[src/rtl/bcd_date_sequencer.sv]
// bcd_date_sequencer: BCD calendar date advanced one day per tick, loadable through a validated handshake.
// Contains the LeapYear helper block used on the next-year value, the shadow year and the reset year.
module leap_year (
  input  logic [15:0] year,
  output logic        leap
);
  logic [1:0] lo_mod, hi_mod;
  // (10*a + b) mod 4 == (2*a + b) mod 4, so only the low bits of each digit matter
  always_comb begin
    lo_mod = {year[4], 1'b0} + year[1:0];
    hi_mod = {year[12], 1'b0} + year[9:8];
    leap   = (year[7:0] == 8'h00) ? (hi_mod == 2'd0) : (lo_mod == 2'd0);
  end
endmodule

module bcd_date_sequencer #(
  parameter logic [15:0] RESET_YEAR  = 16'h2000,
  parameter logic [7:0]  RESET_MONTH = 8'h01,
  parameter logic [7:0]  RESET_DAY   = 8'h01
) (
  input  logic        clk,
  input  logic        rst_n,
  input  logic        tick,
  input  logic        ld_valid,
  output logic        ld_ready,
  input  logic [15:0] ld_year,
  input  logic [7:0]  ld_month,
  input  logic [7:0]  ld_day,
  output logic [15:0] year,
  output logic [7:0]  month,
  output logic [7:0]  day,
  output logic        leap,
  output logic        ld_err,
  output logic        yr_wrap
);
  typedef enum logic {IDLE, CHECK} state_t;

  state_t      state_q, state_d;
  logic [15:0] year_q, year_d, sh_year_q, sh_year_d;
  logic [7:0]  month_q, month_d, sh_month_q, sh_month_d;
  logic [7:0]  day_q, day_d, sh_day_q, sh_day_d;
  logic        leap_q, leap_d, ld_err_q, ld_err_d, yr_wrap_q, yr_wrap_d, ld_ready_q, ld_ready_d;
  logic [15:0] next_year;
  logic        next_leap, sh_leap, rst_leap;
  logic        last_day, year_end, nib_ok, sh_ok;
  logic [31:0] sh_all;

  function automatic logic [7:0] month_len(input logic [7:0] m, input logic lp);
    month_len = (m == 8'h02) ? (lp ? 8'h29 : 8'h28) :
                (m == 8'h04 || m == 8'h06 || m == 8'h09 || m == 8'h11) ? 8'h30 : 8'h31;
  endfunction

  function automatic logic [7:0] bcd_inc8(input logic [7:0] v);
    bcd_inc8 = (v[3:0] == 4'h9) ? {v[7:4] + 4'd1, 4'h0} : v + 8'd1;
  endfunction

  function automatic logic [15:0] bcd_inc16(input logic [15:0] v);
    logic [15:0] r;
    logic        c;
    r = v;
    c = 1'b1;
    for (int i = 0; i < 4; i++) begin
      if (c) begin
        if (r[4*i+:4] == 4'h9) r[4*i+:4] = 4'h0;
        else begin
          r[4*i+:4] = r[4*i+:4] + 4'd1;
          c = 1'b0;
        end
      end
    end
    return r;
  endfunction

  leap_year u_next_leap (.year(next_year),  .leap(next_leap));
  leap_year u_sh_leap   (.year(sh_year_q),  .leap(sh_leap));
  leap_year u_rst_leap  (.year(RESET_YEAR), .leap(rst_leap));

  always_comb begin
    next_year = bcd_inc16(year_q);
    last_day  = day_q >= month_len(month_q, leap_q);
    year_end  = month_q == 8'h12;
    sh_all    = {sh_year_q, sh_month_q, sh_day_q};
    nib_ok    = 1'b1;
    for (int i = 0; i < 8; i++)
      if (sh_all[4*i+:4] > 4'h9) nib_ok = 1'b0;
    sh_ok = nib_ok && sh_month_q >= 8'h01 && sh_month_q <= 8'h12 && sh_day_q >= 8'h01 &&
            sh_day_q <= month_len(sh_month_q, sh_leap);
  end

  always_comb begin
    state_d    = state_q;
    year_d     = year_q;
    month_d    = month_q;
    day_d      = day_q;
    leap_d     = leap_q;
    sh_year_d  = sh_year_q;
    sh_month_d = sh_month_q;
    sh_day_d   = sh_day_q;
    ld_err_d   = 1'b0;
    yr_wrap_d  = 1'b0;
    if (state_q == IDLE) begin
      if (ld_valid && ld_ready_q) begin
        sh_year_d  = ld_year;
        sh_month_d = ld_month;
        sh_day_d   = ld_day;
        state_d    = CHECK;
      end else if (tick) begin
        day_d     = last_day ? 8'h01 : bcd_inc8(day_q);
        month_d   = last_day ? (year_end ? 8'h01 : bcd_inc8(month_q)) : month_q;
        year_d    = (last_day && year_end) ? next_year : year_q;
        leap_d    = (last_day && year_end) ? next_leap : leap_q;
        yr_wrap_d = last_day && year_end && year_q == 16'h9999;
      end
    end else begin
      year_d   = sh_ok ? sh_year_q : year_q;
      month_d  = sh_ok ? sh_month_q : month_q;
      day_d    = sh_ok ? sh_day_q : day_q;
      leap_d   = sh_ok ? sh_leap : leap_q;
      ld_err_d = !sh_ok;
      state_d  = IDLE;
    end
    ld_ready_d = state_d == IDLE;
  end

  always_ff @(posedge clk or negedge rst_n) begin
    if (!rst_n) begin
      state_q    <= IDLE;
      year_q     <= RESET_YEAR;
      month_q    <= RESET_MONTH;
      day_q      <= RESET_DAY;
      leap_q     <= rst_leap;
      sh_year_q  <= 16'h0000;
      sh_month_q <= 8'h00;
      sh_day_q   <= 8'h00;
      ld_err_q   <= 1'b0;
      yr_wrap_q  <= 1'b0;
      ld_ready_q <= 1'b1;
    end else begin
      state_q    <= state_d;
      year_q     <= year_d;
      month_q    <= month_d;
      day_q      <= day_d;
      leap_q     <= leap_d;
      sh_year_q  <= sh_year_d;
      sh_month_q <= sh_month_d;
      sh_day_q   <= sh_day_d;
      ld_err_q   <= ld_err_d;
      yr_wrap_q  <= yr_wrap_d;
      ld_ready_q <= ld_ready_d;
    end
  end

  assign year     = year_q;
  assign month    = month_q;
  assign day      = day_q;
  assign leap     = leap_q;
  assign ld_err   = ld_err_q;
  assign yr_wrap  = yr_wrap_q;
  assign ld_ready = ld_ready_q;
endmodule

[config.mk]
export PLATFORM = sky130hd
export DESIGN_NAME = bcd_date_sequencer
export DESIGN_NICKNAME = d
export VERILOG_FILES = /design/src/rtl/bcd_date_sequencer.sv
export SDC_FILE = /design/constraint.sdc
export NUM_CORES = 1
export LEC_CHECK = 0
export BUFFER_PORTS_ARGS = -buffer_cell sky130_fd_sc_hd__buf_2
export CORE_MARGIN = 4
export CORE_UTILIZATION = 45
export CTS_BUF_LIST = sky130_fd_sc_hd__clkbuf_8
export CTS_CLUSTER_DIAMETER = 40
export DETAILED_ROUTE_END_ITERATION = 10
export PLACE_DENSITY_LB_ADDON = 0.2
export SLEW_MARGIN = 20
export SYNTH_ARGS = -nofsm -noshare
export SYNTH_HDL_FRONTEND = slang
export SYNTH_SLANG_ARGS = --single-unit
[constraint.sdc]
create_clock -name clk -period 3.3 [get_ports clk]
set_input_delay 0.495 -clock clk [delete_from_list [all_inputs] [get_ports clk]]
set_output_delay 0.495 -clock clk [all_outputs]
set_load 0.1 [all_outputs]
# After elaboration in Yosys (flattened, before gate mapping)
# Index checks and enable logic that the tools add are counted.
[word_totals] reg_bits=69
[op_classes] add_sub_neg=12 magnitude_cmp=13 n_eq_ne=20 muxes=57 bitwise=2 reduce_logical=31
[op_table] op="$mux 8" n=13
[op_table] op="$mux 16" n=5
[op_table] op="$eq 8x3->1 const B" n=4
[op_table] op="$gt 4x4->1 const B" n=8
[op_table] op="$mux 1" n=30
[op_table] op="$mux 4" n=7
[op_table] op="$add 4x1->4 const B" n=6
[op_table] op="$eq 4x4->1 const B" n=6
[op_table] op="$eq 8x5->1 const B" n=3
[op_table] op="$add 8x1->8 const B" n=2
[op_table] op="$eq 16x16->1 const B" n=1
[op_table] op="$eq 8x2->1 const B" n=2
[op_table] op="$eq 8x4->1 const B" n=2
[op_table] op="$ge 8x1->1 const B" n=2
[op_table] op="$logic_not 8->1" n=2
[op_table] op="$mux 5" n=2
[op_table] op="$reduce_and 5->1" n=2
[op_table] op="$reduce_bool 2->1" n=5
[op_table] op="$add 2x2->2" n=4
[op_table] op="$ge 8x6->1" n=1
[op_table] op="$le 8x5->1 const B" n=1
[op_table] op="$le 8x6->1" n=1
[op_table] op="$logic_not 2->1" n=4
[op_table] op="$reduce_and 4->1" n=2
[op_table] op="8 further kinds" n=20

# Depth between registers and ports, before layout
# Gate-level depths: netlist of the first run.
[depth] ltp_word=15 depth_mapped=15 ltp_nobuf=13

# Worst setup path after synthesis of the first run
# No wires, ideal clock.
[synth_path] kind="reg2reg" startpoint="reg month_q[0] (netlist: month[0])" endpoint="reg year_q[14] (netlist: year[14])" setup_time_ns=0.136 arrival_time_ns=3.605 slack_ns=-0.441 path_stages_with_launch=16 synth_period_minus_slack_ns=3.741 path_cell_list="dfstp_2 > clkbuf_1 > nand2b_1 > nor4_1 > nand2_1 > a21boi_0 > a31oi_1 > ha_1 > nor4b_1 > o21ai_1 > a31o_2 > clkbuf_1 > a32oi_1 > buf_2 > mux2i_1 > o21ai_0"
[synth_via] elab_chain_cells=10 elab_cells_between_ends=15 classes_between="order compare (1); eq/ne (6); mux (2); reduce/logical (6)"
[synth_rtl] item="start: declaration" line_no="40" text="logic [7:0] month_q, month_d, sh_month_q, sh_month_d;"
[synth_rtl] item="start signal: assignment" line_no="141" text="month_q <= month_d;"
[synth_rtl] item="$eq 8x3->1" line_no="50" text="(m == 8'h04 || m == 8'h06 || m == 8'h09 || m == 8'h11) ? 8'h30 : 8'h31;"
[synth_rtl] item="$logic_or 1x1->1 (3 in a row)" line_no="50"
[synth_rtl] item="$mux 1" line_no="50"
[synth_rtl] item="$mux 5" line_no="49" text="month_len = (m == 8'h02) ? (lp ? 8'h29 : 8'h28) :"
[synth_rtl] item="$ge 8x6->1" line_no="80" text="last_day = day_q >= month_len(month_q, leap_q);"
[synth_rtl] item="$logic_and 1x1->1 *" line_no="110" text="year_d = (last_day && year_end) ? next_year : year_q;"
[synth_rtl] item="$reduce_bool 2->1 (no source line) *"
[synth_rtl] item="$reduce_and 5->1 (no source line) *"
[synth_rtl] item="end signal: assignment" line_no="140" text="year_q <= year_d;"
[synth_rtl] item="end: declaration" line_no="39" text="logic [15:0] year_q, year_d, sh_year_q, sh_year_d;"
# Mark *: on every way between the ends. The rest lies on a longest branch, timed or not.
# A chain may end at the register's enable or synchronous reset.

# Final worst setup path of the first run
[layout_path] startpoint="reg sh_year_q[6]" endpoint="reg year_q[7] (netlist: year[7])"
[layout_via] elab_chain_cells=10 elab_cells_between_ends=15 classes_between="order compare (2); eq/ne (1); mux (6); reduce/logical (6)"
[layout_rtl] item="start: declaration" line_no="39"
[layout_rtl] item="start signal: assignment" line_no="144" text="sh_year_q <= sh_year_d;"
[layout_rtl] item="branches (longest 7 deep; another with $le 8x6->1)"
[layout_rtl] item="$logic_and 1x1->1 *" line_no="86" text="sh_ok = nib_ok && sh_month_q >= 8'h01 && sh_month_q <= 8'h12 && sh_day_q >= 8'h01 &&"
[layout_rtl] item="$ne 2x1->1 (no source line) *"
[layout_rtl] item="$reduce_and 4->1 (no source line) *"
# Mark *: on every way between the ends.

==> results.cfg, run 1 <==
[pwr]
power_per_cell_area_mw_per_mm2 = 839
p_total_uw = 4240
ir_worst_vdd_mv = 0.383
p_leak_uw = 0.00238

[yosys]
synth-seq-cells = 69
ys_async_sr_fraction_pct = 100
syn_inst = 507
yosysWarnings = 0
synth_edf_count = 0
synth_ff_type = dfrtp_1
ys_types = 73
yosysTopAreaCellShare_pct = 37.4
yosys.area.top_type = dfrtp_1
syn-num-nets = 557
synth_area_leaders = dfrtp_1 37%, nand2_1 10%, ha_1 4.1%
synth.cell_area_mm2 = 0.00428
avgSynthCellArea_um2 = 8.44
ys_seq_area_share_pct = 40.5

[floorplan]
ios = 72
die_area_mm2 = 0.0111
rows = 35
core_mm2 = 0.00924
die_x_um = 105
initial_core_util_pct = 46.3
die_height_um = 105

[clock_tree]
clock-root-buffer = clkbuf_8
numCtsBuffers = 9
htreeDepth = 3
insertion_delay_ns = 0.34
cts_tree = done
clkSinkCount = 69
clock_path_buffers = 2
hold_buffers = 0
clkSlewWorstSetupHoldPaths_ns = 0.08

[sta]
rsz0062_at_grt = no
clock_skew_ns = 0.00985
worst_slack_ns = 0.208
setup_viol_count_final = 0
relSlewSlack_pct = 52.0
tns_ns = 0
period_share_pct = 93.7
min_period_ns = 3.09
max_freq_mhz = 323
slew_violations = 0
worstMarginPinSlew_ns = 0.720
holdWs_ns = 0.199
finalHoldViolations = 0

[final_layout]
area_growth_pct = 18.0
multi_input_area_mm2 = 0.00239
regArea_mm2 = 0.00174
fin_nets = 624
fin_cells = 707
n_fill_cell = 908
diodes = 0
drive_gt1_share_pct = 23.4

[placed_design]
dp.cells = 690
gp_congestion = 0.852
place_hpwl_um = 8310
port_buffers = 71
dp_slack_ns = 0.155

[grt]
antenna_found_initial = 0
grt_max_degree = 54
grt.total_usage_pct = 20.5
grt_pass1_vias = 3603
grt_pass1_wl_um = 18300
grt_overflow_total = 0

[setup_path]
cp.arrival_ns = 3.32
crit_fanout = 7
worstSetupStartpointType = register
crit_path_end_kind = register
crit_type = reg2reg
crit_required_ns = 3.53

[route]
drt-vias-per-instance = 5.63
wl_um = 11300
drc = 0
ant_nets = 0
routedWlPerCell_um = 16.0
vias = 3983
dr.pass1.iters = 6
drtIter0Drc = 348

[worst_hold_path]
hp-class = in2async

[status]
outcome = finished, final reports clean

[run]
cap_viol_max_count = 0
power by group:
group	switching [µW]	internal, µW	total [µW]	leakage (µW)
Combinational	1540	564	2100	0.00145
Sequential	382	1080	1460	0.000835
Clock	333	345	678	0.0000915
cell families (layout without fill, tap and decap cells):
kind of cell	count (synthesis)	count (layout)	share of synthesized area, %
AOI/OAI and AO/OA	127	127	20.5
xor gates and xnor gates	8	8	1.64
adders and majority gates	14	14	4.10
buffers and inverters	54	125	5.15
DFF	69	69	40.5
muxes	10	10	2.46
and+or+nand+nor	225	225	25.7
Yosys cell counts, drive strengths merged, types with 5 or more instances:
| cell | instances |
|---|---|
| nor2 | 24 |
| a211oi | 7 |
| dfrtp | 64 |
| nand4 | 5 |
| and2 | 7 |
| nand3 | 18 |
| o22ai | 5 |
| ha | 14 |
| o21ai | 34 |
| xnor2 | 6 |
| clkbuf | 18 |
| mux2i | 6 |
| a22oi | 6 |
| dfstp | 5 |
| a21oi | 30 |
| nand2 | 117 |
| nand2b | 5 |
| buf | 10 |
| nor3 | 10 |
| inv | 26 |
| and3 | 7 |
| a31oi | 6 |
final timing paths:
kind	slack [ns]	depth (start not counted)	end	from
worst max-delay path	0.21	13	year[7]$_DFFE_PN0P_	sh_year_q[6]$_DFFE_PN0P_
worst min-delay path	0.20	1	day[3]$_DFFE_PN0P_	rst_n
worst max register to register	0.21	13	year[7]$_DFFE_PN0P_	sh_year_q[6]$_DFFE_PN0P_
worst min register to register	0.48	2	sh_day_q[7]$_DFFE_PN0P_	sh_day_q[7]$_DFFE_PN0P_
max in group asynchronous	2.37	2	year[13]$_DFFE_PN1P_	rst_n
min in group clk	0.34	3	sh_day_q[2]$_DFFE_PN0P_	ld_day[2]
state kept, by name (all words and copies together), names as in the netlist:
register / cells
year: 16
leap: 1
ld_ready: 1
month: 8
yr_wrap: 1
ld_err: 1
sh_day_q: 8
sh_month_q: 8
sh_year_q: 16
state_q: 1
day: 8
cells in the final DEF (no fill, tap or decap), drive strengths merged, types with 3 or more instances in the layout:
| cell | netlist | layout |
|---|---|---|
| nand2 | 117 | 117 |
| buf | 10 | 84 |
| dfrtp | 64 | 64 |
| o21ai | 34 | 34 |
| a21oi | 30 | 30 |
| inv | 26 | 27 |
| nor2 | 24 | 24 |
| nand3 | 18 | 18 |
| ha | 14 | 14 |
| nor3 | 10 | 10 |
| clkbuf | 18 | 9 |
| and2 | 7 | 7 |
| and3 | 7 | 7 |
| a211oi | 7 | 7 |
| xnor2 | 6 | 6 |
| mux2i | 6 | 6 |
| a22oi | 6 | 6 |
| a31oi | 6 | 6 |
| nand4 | 5 | 5 |
| o22ai | 5 | 5 |
| nand2b | 5 | 5 |
| dfstp | 5 | 5 |
| nor2b | 4 | 4 |
| nand3b | 4 | 4 |
| a21o | 4 | 4 |
| a221oi | 4 | 4 |
| nor4 | 4 | 4 |
| mux2 | 4 | 4 |
| nor3b | 3 | 3 |
| and4 | 3 | 3 |
| o31ai | 3 | 3 |
| a32oi | 3 | 3 |
| a221o | 3 | 3 |
| a21boi | 3 | 3 |
| a2111oi | 3 | 3 |
stage by stage:
stage | util [%] | instance area (µm²)
global placement | 52.1 | 4820
detailed placement | 52.1 | 4820
global route | 54.6 | 5050
finish | 54.6 | 5050
CTS | 54.2 | 5000
floorplan | - | 4350
layer usage:
metal  wire [µm]  share of wire, %  GRT usage (%)  vias to the layer above
li1            -                 -              -                     1929
met1        5340                47           30.3                     1916
met2        5100                45           31.1                      131
met3         763               6.8           4.41                        7
met4          76              0.67           3.84                        0
met5           0                 0              0                        -
worst max-delay path, cell delays in order (launching register included):
cell and delay [ns]:
dfrtp_1 0.42, nor4_2 0.25, o211ai_1 0.12, a21oi_1 0.20, o21ai_0 0.10, a21oi_1 0.17, a31oi_1 0.06, ha_1 0.29
nand3_1 0.07, o31a_1 0.29, a211oi_4 0.28, and3_4 0.28, or2_1 0.14, mux2_1 0.32
final cells by class:
type | instances | share of cell area (%)
Multi-Input combinational cell | 384 | 47.4
Clock buffer | 9 | 2.45
Clock inverter | 6 | 1.26
Sequential cell | 69 | 34.5
Tap cell | 129 | 3.20
Inverter | 26 | 1.93
Timing Repair Buffer | 84 | 9.22
timing repair:
item,in CTS,in global routing
buffers inserted,0,2
resized for setup,0,5
endpoints found under the setup margin,0,11
(Power assumes the default switching activity.)
==> run 2: changes to the inputs <==
CELL_PAD_IN_SITES_DETAIL_PLACEMENT = 1   (was unset)
CELL_PAD_IN_SITES_GLOBAL_PLACEMENT = 1   (was unset)
CORE_UTILIZATION = 39   (was 45)
==> run 2 against run 1 <==
  * First-iteration DRC count fell by 42%
  * Cell count is 2.4% higher
  * Critical path depth is 1 lower
  * Global-route usage up 0.21 points
  * Largest power group unchanged
  * Highest routed layer unchanged
==> results.cfg, run 2 (synthesis results as in run 1) <==
[floorplan]
core_mm2 = 0.0105
ios = 72
rows = 37
die_area_mm2 = 0.0127
die_x_um = 113
initial_core_util_pct = 40.7
die_height_um = 113

[setup_path]
timing.rr.start = month[0]$_DFFE_PN1P_
critPathLaunch = month[0]$_DFFE_PN1P_
reg2reg_to = year[14]$_DFFE_PN0P_
reg2reg_slack_ns = 0.18
crit_path_end = year[14]$_DFFE_PN0P_
crit_required_ns = 3.51
worstSetupStartpointType = register
rr_worst_depth = 12
cp.arrival_ns = 3.33
crit_fanout = 10
crit_path_end_kind = register
crit_type = reg2reg

[final_layout]
final_util_pct = 49.4
regArea_mm2 = 0.00174
area_growth_pct = 21.3
diodes = 0
layout_common_cells = 117 x nand2_1, 71 x buf_2, 59 x dfrtp_1
fin_nets = 633
multi_input_area_mm2 = 0.00243
final_common_cell = nand2_1
n_fill_cell = 1264
drive_gt1_share_pct = 25.0
fin_area_mm2 = 0.00519

[pwr]
switching_share_pct = 53.2
ir_worst_vdd_mv = 0.509
internal-power_uw = 2050
p_leak_uw = 0.00245
combPwrFrac_pct = 50.6
switchingPower_uw = 2330
power_frac_seq_pct = 33.2
clkPwrFrac_pct = 16.2
p_total_uw = 4380
power_per_cell_area_mw_per_mm2 = 845

[clock_tree]
clkSlewWorstSetupHoldPaths_ns = 0.08
clock_path_buffers = 2
htreeDepth = 3
clock-root-buffer = clkbuf_8
numCtsBuffers = 9
cts_tree = done
clkSinkCount = 69
insertion_delay_ns = 0.35
hold_buffers = 0

[sta]
holdWs_ns = 0.244
relSlewSlack_pct = 42.4
slew_violations = 0
rsz0062_at_grt = yes
min_period_ns = 3.12
finalHoldViolations = 0
max_freq_mhz = 321
worstMarginPinSlew_ns = 0.864
period_share_pct = 94.5
worst_slack_ns = 0.181
clock_skew_ns = 0.0115
setup_viol_count_final = 0

[grt]
grt_pass1_wl_um = 21400
grt_pass1_vias = 4199
grt_overflow_total = 0
antenna_found_initial = 0
grt.total_usage_pct = 20.7
grt_max_degree = 50

[route]
drtIter0Drc = 201
vias = 4095
wl_um = 13300
drc = 0
dr.pass1.iters = 4
drt-vias-per-instance = 5.66
routedWlPerCell_um = 18.4
ant_nets = 0

[run]
cap_viol_max_count = 0

[placed_design]
gp_congestion = 0.849
dp_slack_ns = 0.0396
place_area_mm2 = 0.00485
port_buffers = 71
place_hpwl_um = 9580

[worst_hold_path]
hp-class = in2async

[status]
outcome = finished, final reports clean
run 2: changes by cell type in the layout (fill, tap and decap cells not counted), moves of 2 or more:
cell / delta
buf_4: +5
o21ai_0: -3
clkinv_4: +2
buf_6: +4
o21ai_1: +3
run 2: worst min-delay path by stage:
stage / from / endpoint / cells after the start
final: rst_n / month[7]$_DFFE_PN0P_ / 1
after global routing: rst_n / month[6]$_DFFE_PN0P_ / 1
after CTS: rst_n / month[6]$_DFFE_PN0P_ / 1
after detailed placement: sh_day_q[7]$_DFFE_PN0P_ / sh_day_q[7]$_DFFE_PN0P_ / 2
after global placement: sh_day_q[7]$_DFFE_PN0P_ / sh_day_q[7]$_DFFE_PN0P_ / 2
after floorplan: rst_n / day[1]$_DFFE_PN0P_ / 0
run 2: per-stage QoR:
| stage | TNS, ns | instances |
|---|---|---|
| after floorplan | -0.0168 | 507 |
| after global placement | 0 | 700 |
| after detailed placement | 0 | 700 |
| after CTS | 0 | 716 |
| after global routing | -0.380 | 724 |
| final | 0 | 724 |
run 2: power by group through the flow:
stage / logic [µW] / registers [µW] / clock network [µW]
2_1_floorplan: 879 / 2220 / 0
3_3_place_gp: 2100 / 1450 / 0
3_5_place_dp: 2150 / 1460 / 0
4_1_cts: 2160 / 1450 / 728
5_1_grt: 2380 / 1500 / 762
6_report: 2220 / 1450 / 709
run 2: final cells by class:
class	instances	share of cell area, %
multi-input combinational	384	46.8
tap	136	3.28
inverter	26	1.88
clock inverter	6	1.23
timing repair buffer	93	10.6
sequential	69	33.6
clock buffer	10	2.65
run 2: timing repair:
action                     4_1_cts  5_1_grt
buffers inserted                 0        7
gates resized for setup          0       19
setup endpoints to repair        0       30
run 2: worst max-delay path: stages, from the launching register on:
cell and delay [ns]:
dfstp_4 0.51, nor4_2 0.32, o21ai_0 0.15, a21boi_1 0.17, a31oi_1 0.08, ha_1 0.35, nor4b_4 0.28, o21ai_2 0.13
a31o_4 0.31, a32oi_4 0.20, buf_4 0.19, a2bb2oi_1 0.21, o21ai_1 0.09
run 2: routing by layer:
metal / up-vias / global-route usage, % / wire length [µm]
met2: 99 / 33.2 / 6300
met5: - / 0 / 0
met3: 12 / 3.37 / 689
met1: 2038 / 29.1 / 6190
met4: 0 / 5.53 / 152
li1: 1946 / - / -
==> run 3: changes to the inputs <==
CORE_UTILIZATION = 38   (was 39)
CTS_BUF_LIST = sky130_fd_sc_hd__clkbuf_16   (was sky130_fd_sc_hd__clkbuf_8)
==> run 3 against run 2 <==
  * Critical path depth is 1 higher
  * Hold slack worse by 0.068 ns
  * Global-route usage is 0.12 points higher
  * Largest power group unchanged
  * Combinational power is 3% lower
  * Sequential power hardly changed
  * Final area is 0.51% higher
  * Clock skew is 0.0060 ns lower
  * Setup slack worse by 0.038 ns
  * Sequential cell count stayed put
  * Critical path type unchanged
  * Count of clock-buffer cells in the layout is 1 lower
==> results.cfg, run 3 (synthesis results as in run 1) <==
[status]
outcome = finished, final reports clean

[setup_path]
worstSetupStartpointType = register
crit_fanout = 15
critPathLaunch = month[0]$_DFFE_PN1P_
crit_type = reg2reg
crit_path_end_kind = register
timing.rr.start = month[0]$_DFFE_PN1P_
crit_required_ns = 3.51
cp.arrival_ns = 3.37

[sta]
clock_skew_ns = 0.00554
finalHoldViolations = 0
relSlewSlack_pct = 59.4
worst_slack_ns = 0.143
tns_ns = 0
worstMarginPinSlew_ns = 0.593
slew_violations = 0
min_period_ns = 3.16
max_freq_mhz = 317
holdWs_ns = 0.176
setup_viol_count_final = 0
period_share_pct = 95.7

[clock_tree]
htreeDepth = 3
insertion_delay_ns = 0.33
cts_tree = done
numCtsBuffers = 9
clkSlewWorstSetupHoldPaths_ns = 0.06
clkSinkCount = 69
clock-root-buffer = clkbuf_16
clock_path_buffers = 2
hold_buffers = 0

[grt]
grt.total_usage_pct = 20.8
antenna_found_initial = 0
grt_overflow_total = 0
grt_pass1_wl_um = 21800
grt_pass1_vias = 4233
grt_max_degree = 45

[floorplan]
core_mm2 = 0.0109
die_area_mm2 = 0.0130
rows = 38
die_height_um = 114
initial_core_util_pct = 39.1
die_x_um = 114
ios = 72

[pwr]
p_leak_uw = 0.00246
ir_worst_vdd_mv = 0.531
power_per_cell_area_mw_per_mm2 = 895

[final_layout]
diodes = 0
layout_common_cells = 117 x nand2_1, 70 x buf_2, 59 x dfrtp_1
final_common_cell = nand2_1
fin_nets = 629
area_growth_pct = 21.9
fin_area_mm2 = 0.00521
drive_gt1_share_pct = 24.3
n_fill_cell = 1339
final_util_pct = 47.7

[route]
vias = 4017
drt-vias-per-instance = 5.55
drtIter0Drc = 242
dr.pass1.iters = 4
drc = 0
ant_nets = 0
wl_um = 13200
routedWlPerCell_um = 18.2

[placed_design]
dp_slack_ns = 0.0862
port_buffers = 71
gp_congestion = 0.861
place_hpwl_um = 9680
place_area_mm2 = 0.00486

[worst_hold_path]
hp-class = in2async

[run]
cap_viol_max_count = 0
run 3: cell count changes in the layout (fill, tap and decap cells not counted), sizes merged:
cell    before  now
clkinv       3    4
inv         27   26
clkbuf      10    9
bufinv       1    2
buf         93   89
run 3: critical path: stages (launching register included):
cell and delay, ns:
dfstp_4 0.68, nand2b_4 0.08, nor4_4 0.22, nand2_1 0.08, a21boi_1 0.14, a31oi_1 0.06
ha_1 0.29, nor4b_2 0.26, o21ai_2 0.14, a211oi_2 0.27, nor3_2 0.08, buf_4 0.20
or2_1 0.25, mux2_4 0.30
run 3: report_power, final:
part           leakage (µW)  internal [µW]  total [µW]  switching, µW
combinational       0.00147            580        2160           1580
clock              0.000153            658        1040            386
sequential         0.000835           1080        1470            390
total               0.00246           2310        4670           2350
run 3: area by class of cell:
cell class	instances	area [µm²]	area share [%]
clock inverter	7	90.1	1.73
tap	140	175	3.36
timing repair buffer	89	493	9.46
multi-input combinational	384	2390	45.8
inverter	26	97.6	1.87
sequential	69	1740	33.4
clock buffer	9	225	4.32
run 3: per-stage QoR:
stage	total power, µW	instances
CTS	4670	722
floorplan	3100	507
finish	4670	724
global placement	3550	706
global route	4930	724
detailed placement	3610	706
run 3: worst paths after layout:
| path | depth (start not counted) | slack [ns] | end |
|---|---|---|---|
| worst max-delay path | 13 | 0.14 | year[7]$_DFFE_PN0P_ |
| worst min-delay path | 1 | 0.18 | month[7]$_DFFE_PN0P_ |
| worst max register to register | 13 | 0.14 | year[7]$_DFFE_PN0P_ |
| worst min register to register | 2 | 0.48 | sh_day_q[7]$_DFFE_PN0P_ |
| max in group asynchronous | 2 | 2.46 | sh_year_q[3]$_DFFE_PN0P_ |
| min in group clk | 3 | 0.35 | sh_day_q[2]$_DFFE_PN0P_ |
run 3: timing repair:
action / 4_1_cts / 5_1_grt
endpoints found under the setup margin: 0 / 27
setup buffers: 0 / 2
endpoints found under the hold margin: 0 / 0
resized for setup: 0 / 8
run 3: per-layer routing:
layer  global-route usage [%]  vias to the layer above  wire [µm]  part of all wire (%)
met1                     29.7                     2003       6260                    47
met4                     6.33                        0        127                  0.96
met2                     32.7                       72       6190                    47
met5                        0                        -          0                     0
li1                         -                     1932          -                     -
met3                     3.28                       10        634                   4.8
